==> config.mk <==
export PLATFORM = sky130hd
export DESIGN_NAME = alu_issue_ctrl
export DESIGN_NICKNAME = d
export VERILOG_FILES = /design/src/rtl/alu_issue_ctrl.sv
export SDC_FILE = /design/constraint.sdc
export NUM_CORES = 1
export LEC_CHECK = 0
export CORE_MARGIN = 10
export CORE_UTILIZATION = 35
export CTS_CLUSTER_DIAMETER = 100
export DETAILED_ROUTE_END_ITERATION = 8
export GPL_ROUTABILITY_DRIVEN = 0
export HOLD_SLACK_MARGIN = 0.08
export MAX_ROUTING_LAYER = met4
export SLEW_MARGIN = 20
export SYNTH_ARGS = -nofsm -noshare
export SYNTH_HDL_FRONTEND = slang
export SYNTH_SLANG_ARGS = --single-unit
==> constraint.sdc <==
create_clock -name clk_i -period 2.11 [get_ports clk_i]
set_input_delay 0.633 -clock clk_i [delete_from_list [all_inputs] [get_ports clk_i]]
set_output_delay 0.633 -clock clk_i [all_outputs]
set_load 0.005 [all_outputs]
==> src/rtl/alu_issue_ctrl.sv <==
// Issue/decode front end for the 16-bit ALU: decodes op classes, runs one or two ALU passes, registers the response.
// Latency: response valid 1 cycle after accept (single-pass, illegal) or 2 cycles (ABSDIFF/MAX/MIN).
// Backpressure: response held while out_ready_i is low; new requests are only accepted when idle and the output slot is free or draining.
module alu_issue_ctrl #(
    parameter int W     = 16,
    parameter int CNT_W = 16
) (
    input  logic             clk_i,
    input  logic             rst_i,
    input  logic             in_valid_i,
    output logic             in_ready_o,
    input  logic [3:0]       op_i,
    input  logic [W-1:0]     src1_i,
    input  logic [W-1:0]     src2_i,
    output logic [W-1:0]     alu_src1_o,
    output logic [W-1:0]     alu_src2_o,
    output logic [3:0]       alu_ctrl_o,
    input  logic [W-1:0]     alu_result_i,
    input  logic             alu_zero_i,
    input  logic             alu_overflow_i,
    output logic             out_valid_o,
    input  logic             out_ready_i,
    output logic [W-1:0]     result_o,
    output logic             zero_o,
    output logic             overflow_o,
    output logic             err_o,
    output logic             ovf_sticky_o,
    input  logic             ovf_clr_i,
    output logic [CNT_W-1:0] op_count_o
);

    localparam logic [3:0] OP_AND     = 4'd0;
    localparam logic [3:0] OP_OR      = 4'd1;
    localparam logic [3:0] OP_ADD     = 4'd2;
    localparam logic [3:0] OP_SUB     = 4'd3;
    localparam logic [3:0] OP_NOR     = 4'd4;
    localparam logic [3:0] OP_NAND    = 4'd5;
    localparam logic [3:0] OP_SLT     = 4'd6;
    localparam logic [3:0] OP_ABSDIFF = 4'd8;
    localparam logic [3:0] OP_MAX     = 4'd9;
    localparam logic [3:0] OP_MIN     = 4'd10;

    localparam logic [3:0] CTRL_AND  = 4'b0000;
    localparam logic [3:0] CTRL_OR   = 4'b0001;
    localparam logic [3:0] CTRL_ADD  = 4'b0010;
    localparam logic [3:0] CTRL_SUB  = 4'b0110;
    localparam logic [3:0] CTRL_NOR  = 4'b1100;
    localparam logic [3:0] CTRL_NAND = 4'b1101;
    localparam logic [3:0] CTRL_SLT  = 4'b0111;

    localparam logic [CNT_W-1:0] CNT_ONE = {{(CNT_W-1){1'b0}}, 1'b1};

    typedef enum logic [1:0] {IDLE, EXEC, EXEC2} state_t;

    state_t         state;
    logic [3:0]     op_q;
    logic [W-1:0]   a_q;
    logic [W-1:0]   b_q;
    logic           accept;
    logic           lt;

    function automatic logic is_dual(input logic [3:0] op);
        return (op == OP_ABSDIFF) || (op == OP_MAX) || (op == OP_MIN);
    endfunction

    function automatic logic is_legal(input logic [3:0] op);
        return (op <= OP_SLT) || is_dual(op);
    endfunction

    function automatic logic [3:0] decode(input logic [3:0] op);
        case (op)
            OP_AND:  return CTRL_AND;
            OP_OR:   return CTRL_OR;
            OP_ADD:  return CTRL_ADD;
            OP_SUB:  return CTRL_SUB;
            OP_NOR:  return CTRL_NOR;
            OP_NAND: return CTRL_NAND;
            OP_SLT:  return CTRL_SLT;
            default: return CTRL_AND;
        endcase
    endfunction

    assign in_ready_o = (state == IDLE) && (!out_valid_o || out_ready_i);
    assign accept     = in_valid_i && in_ready_o;
    // SLT result bit from the first pass of a two-pass op selects the operand order
    assign lt         = alu_result_i[0];

    always_ff @(posedge clk_i or negedge rst_i) begin
        if (!rst_i) begin
            state        <= IDLE;
            op_q         <= '0;
            a_q          <= '0;
            b_q          <= '0;
            alu_src1_o   <= '0;
            alu_src2_o   <= '0;
            alu_ctrl_o   <= CTRL_AND;
            out_valid_o  <= 1'b0;
            result_o     <= '0;
            zero_o       <= 1'b0;
            overflow_o   <= 1'b0;
            err_o        <= 1'b0;
            ovf_sticky_o <= 1'b0;
            op_count_o   <= '0;
        end else begin
            // Later assignments in this block (capture, sticky set) override these
            if (out_valid_o && out_ready_i)
                out_valid_o <= 1'b0;
            if (ovf_clr_i)
                ovf_sticky_o <= 1'b0;

            case (state)
                IDLE: begin
                    if (accept) begin
                        state <= EXEC;
                        op_q  <= op_i;
                        a_q   <= src1_i;
                        b_q   <= src2_i;
                        if (is_legal(op_i)) begin
                            alu_src1_o <= src1_i;
                            alu_src2_o <= src2_i;
                            alu_ctrl_o <= is_dual(op_i) ? CTRL_SLT : decode(op_i);
                        end else begin
                            alu_src1_o <= '0;
                            alu_src2_o <= '0;
                            alu_ctrl_o <= CTRL_AND;
                        end
                    end
                end

                EXEC: begin
                    if (is_dual(op_q)) begin
                        state <= EXEC2;
                        case (op_q)
                            OP_ABSDIFF: begin
                                alu_ctrl_o <= CTRL_SUB;
                                alu_src1_o <= lt ? b_q : a_q;
                                alu_src2_o <= lt ? a_q : b_q;
                            end
                            OP_MAX: begin
                                alu_ctrl_o <= CTRL_OR;
                                alu_src1_o <= lt ? b_q : a_q;
                                alu_src2_o <= '0;
                            end
                            default: begin
                                alu_ctrl_o <= CTRL_OR;
                                alu_src1_o <= lt ? a_q : b_q;
                                alu_src2_o <= '0;
                            end
                        endcase
                    end else begin
                        state       <= IDLE;
                        alu_src1_o  <= '0;
                        alu_src2_o  <= '0;
                        alu_ctrl_o  <= CTRL_AND;
                        out_valid_o <= 1'b1;
                        op_count_o  <= op_count_o + CNT_ONE;
                        err_o       <= !is_legal(op_q);
                        if (is_legal(op_q)) begin
                            result_o   <= alu_result_i;
                            zero_o     <= alu_zero_i;
                            overflow_o <= alu_overflow_i;
                            if (alu_overflow_i && (op_q == OP_ADD || op_q == OP_SUB))
                                ovf_sticky_o <= 1'b1;
                        end else begin
                            result_o   <= '0;
                            zero_o     <= 1'b1;
                            overflow_o <= 1'b0;
                        end
                    end
                end

                EXEC2: begin
                    state       <= IDLE;
                    alu_src1_o  <= '0;
                    alu_src2_o  <= '0;
                    alu_ctrl_o  <= CTRL_AND;
                    out_valid_o <= 1'b1;
                    op_count_o  <= op_count_o + CNT_ONE;
                    err_o       <= 1'b0;
                    result_o    <= alu_result_i;
                    zero_o      <= alu_zero_i;
                    // MAX/MIN second pass is an OR with zero; its flag is meaningless
                    overflow_o  <= (op_q == OP_ABSDIFF) && alu_overflow_i;
                    if ((op_q == OP_ABSDIFF) && alu_overflow_i)
                        ovf_sticky_o <= 1'b1;
                end

                default: state <= IDLE;
            endcase
        end
    end

endmodule
==> metrics.txt <==
async set-reset flop share out of synthesis=1.00; commonest non-fill, non-tap cells in the layout=129 x clkdlybuf4s50_1, 111 x dfrtp_1, 54 x mux2_2; core area=0.0146 sq mm; critical path's largest stage delay=0.25 ns; IO Count=133; first-pass GRT wire length=24.0 mm; GR Layer Usage met1=0.193; starting density of the core=0.359; Worst-path clk slew=0.07 ns; Setup TNS Final=0 ns; Vias=4081; wire per inst=19.2 um; Initial DRT Pass Iterations=4; Post-Syn Nets=511; commonest non-fill, non-tap cell in the layout=clkdlybuf4s50_1; PnR worst setup slack=0.0865 ns; CTS tree=yes; register area share after synthesis=0.531; Post-Layout Inst Area=0.00734 sq mm; leakage power=3.13 nW; Seq cells post-synth=111; Mapped Area=0.00523 sq mm; clock sinks=111; Chip Height=142 um; Slowest cell on crit path=dlygate4sd2_1; GR peak layer=met2; global route overflow=0; hold crit path type=primary input to async pin; die width=142 um; Max Transition Viols Final=0; antenna viol nets, final=0; worst-path cell chain=dlygate4sd2_1 > nand2b_4 > and2_4 > clkdlybuf4s15_2; top post-synthesis cells by area=dfrtp_1 53%, mux2_2 12%, mux2i_1 3.3%, nor2_1 2.9%, nand2_1 2.7%; detailed-route vias per instance=5.23; VDD IR-drop max=0.687 mV; met2 Resource Use GR=0.232; PortBufs=132; Worst EP arrival=1.39 ns; drt initial violations=249; CP top delay family=buffers and inverters; cts bufs inserted=9; Synth area leader=dfrtp_1; final wirelength=15.0 mm; run status=finished clean; critical-path maximum fanout=2; Worst EP required=1.48 ns; Worst Skew=0.0109 ns; met3 Use GR=0.0611; Max Freq=494 MHz; largest net degree at the start of global routing=68; global-route usage over all layers=0.153; initial antenna violation count=0; Final #Nets=656; hpwl dp=10.5 mm; Antenna Cells=0; post-synth cell types=46; Post-synth EDFFs=0; placement-stage cell area=0.00699 sq mm; CTS root buf=clkbuf_16; Max Buffers Root-to-Sink=2; synthesized area per cell=11.7 sq um; worst slack at placement=-0.458 ns; vias in the first global route=4213; sum of buffers and inverters on the critical path=2; Setup crit start=out_ready_i; Die Area=0.0202 sq mm; Ys Warns=0; Post-Synthesis Cells=447; post-synth top area share=0.531; main flop type after synthesis=dfrtp_1; worst slew pin tran=0.556 ns; Worst-Skew Late Latency=0.36 ns; area delta synth->final=40.2%; PwrDens=1470 mW/mm^2; row cnt=44; Final Power=10.8 mW; RSZ-0062 raised after global routing=false; Slew headroom=0.630; Tcrit/Tclk final=0.959; Startpoint Class=primary input; CP Class=primary input to output pin; # DRC=0; Final Hold Fails=0; Final min period=2.02 ns; critical path capture point type=output pin; Critical R2R Launch=state[0]$_DFFE_PN0P_; H-tree levels=3; share of post-route cells with drive strength above 1=0.216; number of max-cap violations=0; Final setup viols=0
## layout make-up
type                       instances  area (sq um)
clock buffer                      10           239
clock inverter                     6          78.8
fill                            1287          7250
inverter                           8          30.0
multi-input combinational        301          2320
sequential                       111          2780
tap                              184           230
timing repair buffer             161          1660
## power by group
group | total (mW) | switching (mW) | internal (mW) | leakage [nW]
sequential | 3.68 | 0.666 | 3.02 | 1.39
clock | 1.82 | 0.848 | 0.976 | 0.154
combinational | 5.30 | 2.41 | 2.88 | 1.59
total | 10.8 | 3.93 | 6.87 | 3.13
## synth_stat cells (all sizes together), types with 8 or more instances
master  count
nor2       42
dfrtp     111
mux2       54
o211ai     16
buf        18
mux2i      17
xnor2      14
inv         8
a22o       16
nand3      26
nand2      39
clkbuf      9
a221oi     16
a21oi      10
## what timing repair did
item	in CTS	in global routing
resized for setup	6	4
hold buffers	0	0
buffers inserted	0	1
setup endpoints to repair	1	23
## final timing paths
path | endpoint | slack [ns] | cells after the start
max reg2reg | op_count_o[5]$_DFFE_PN0P_ | 0.22 | 6
max in group asynchronous | op_count_o[12]$_DFFE_PN0P_ | 1.28 | 2
min | result_o[1]$_DFFE_PN0P_ | 0.17 | 1
min in group clk_i | op_count_o[15]$_DFFE_PN0P_ | 0.47 | 1
max | in_ready_o | 0.09 | 4
min reg2reg | op_count_o[15]$_DFFE_PN0P_ | 0.47 | 1
## flip-flops by register name (all words and copies together), names as in the netlist, 4 cells and up
signal	count
b_q	16
alu_src2_o	16
a_q	16
alu_src1_o	16
op_count_o	16
op_q	4
alu_ctrl_o	4
result_o	16
## kinds of logic (layout without fill, tap and decap cells)
family | after synthesis | after routing | share of synthesized area
AOI/OAI and AO/OA | 78 | 78 | 0.127
xor gates and xnor gates | 17 | 17 | 0.0299
adders and majority gates | 5 | 5 | 0.0120
buffers and inverters | 35 | 185 | 0.0340
DFF | 111 | 111 | 0.531
muxes | 71 | 71 | 0.149
and+or+nand+nor | 130 | 130 | 0.118
## stage by stage
stage                util  hold WS, ns  cells
floorplan               -        0.337    447
finish              0.503        0.165    781
CTS                 0.502        0.167    780
detailed placement  0.479        0.473    764
global placement    0.479        0.465    764
global route        0.503        0.169    781
## metal layers
| metal | wire [um] | up-vias | share of wire |
|---|---|---|---|
| met3 | 1410 | 12 | 0.094 |
| met5 | 0 | - | 0 |
| met2 | 6800 | 161 | 0.45 |
| met4 | 115 | 0 | 0.0077 |
| met1 | 6670 | 2004 | 0.44 |
| li1 | - | 1904 | - |
Note: power is estimated with default switching activity, not from simulation.
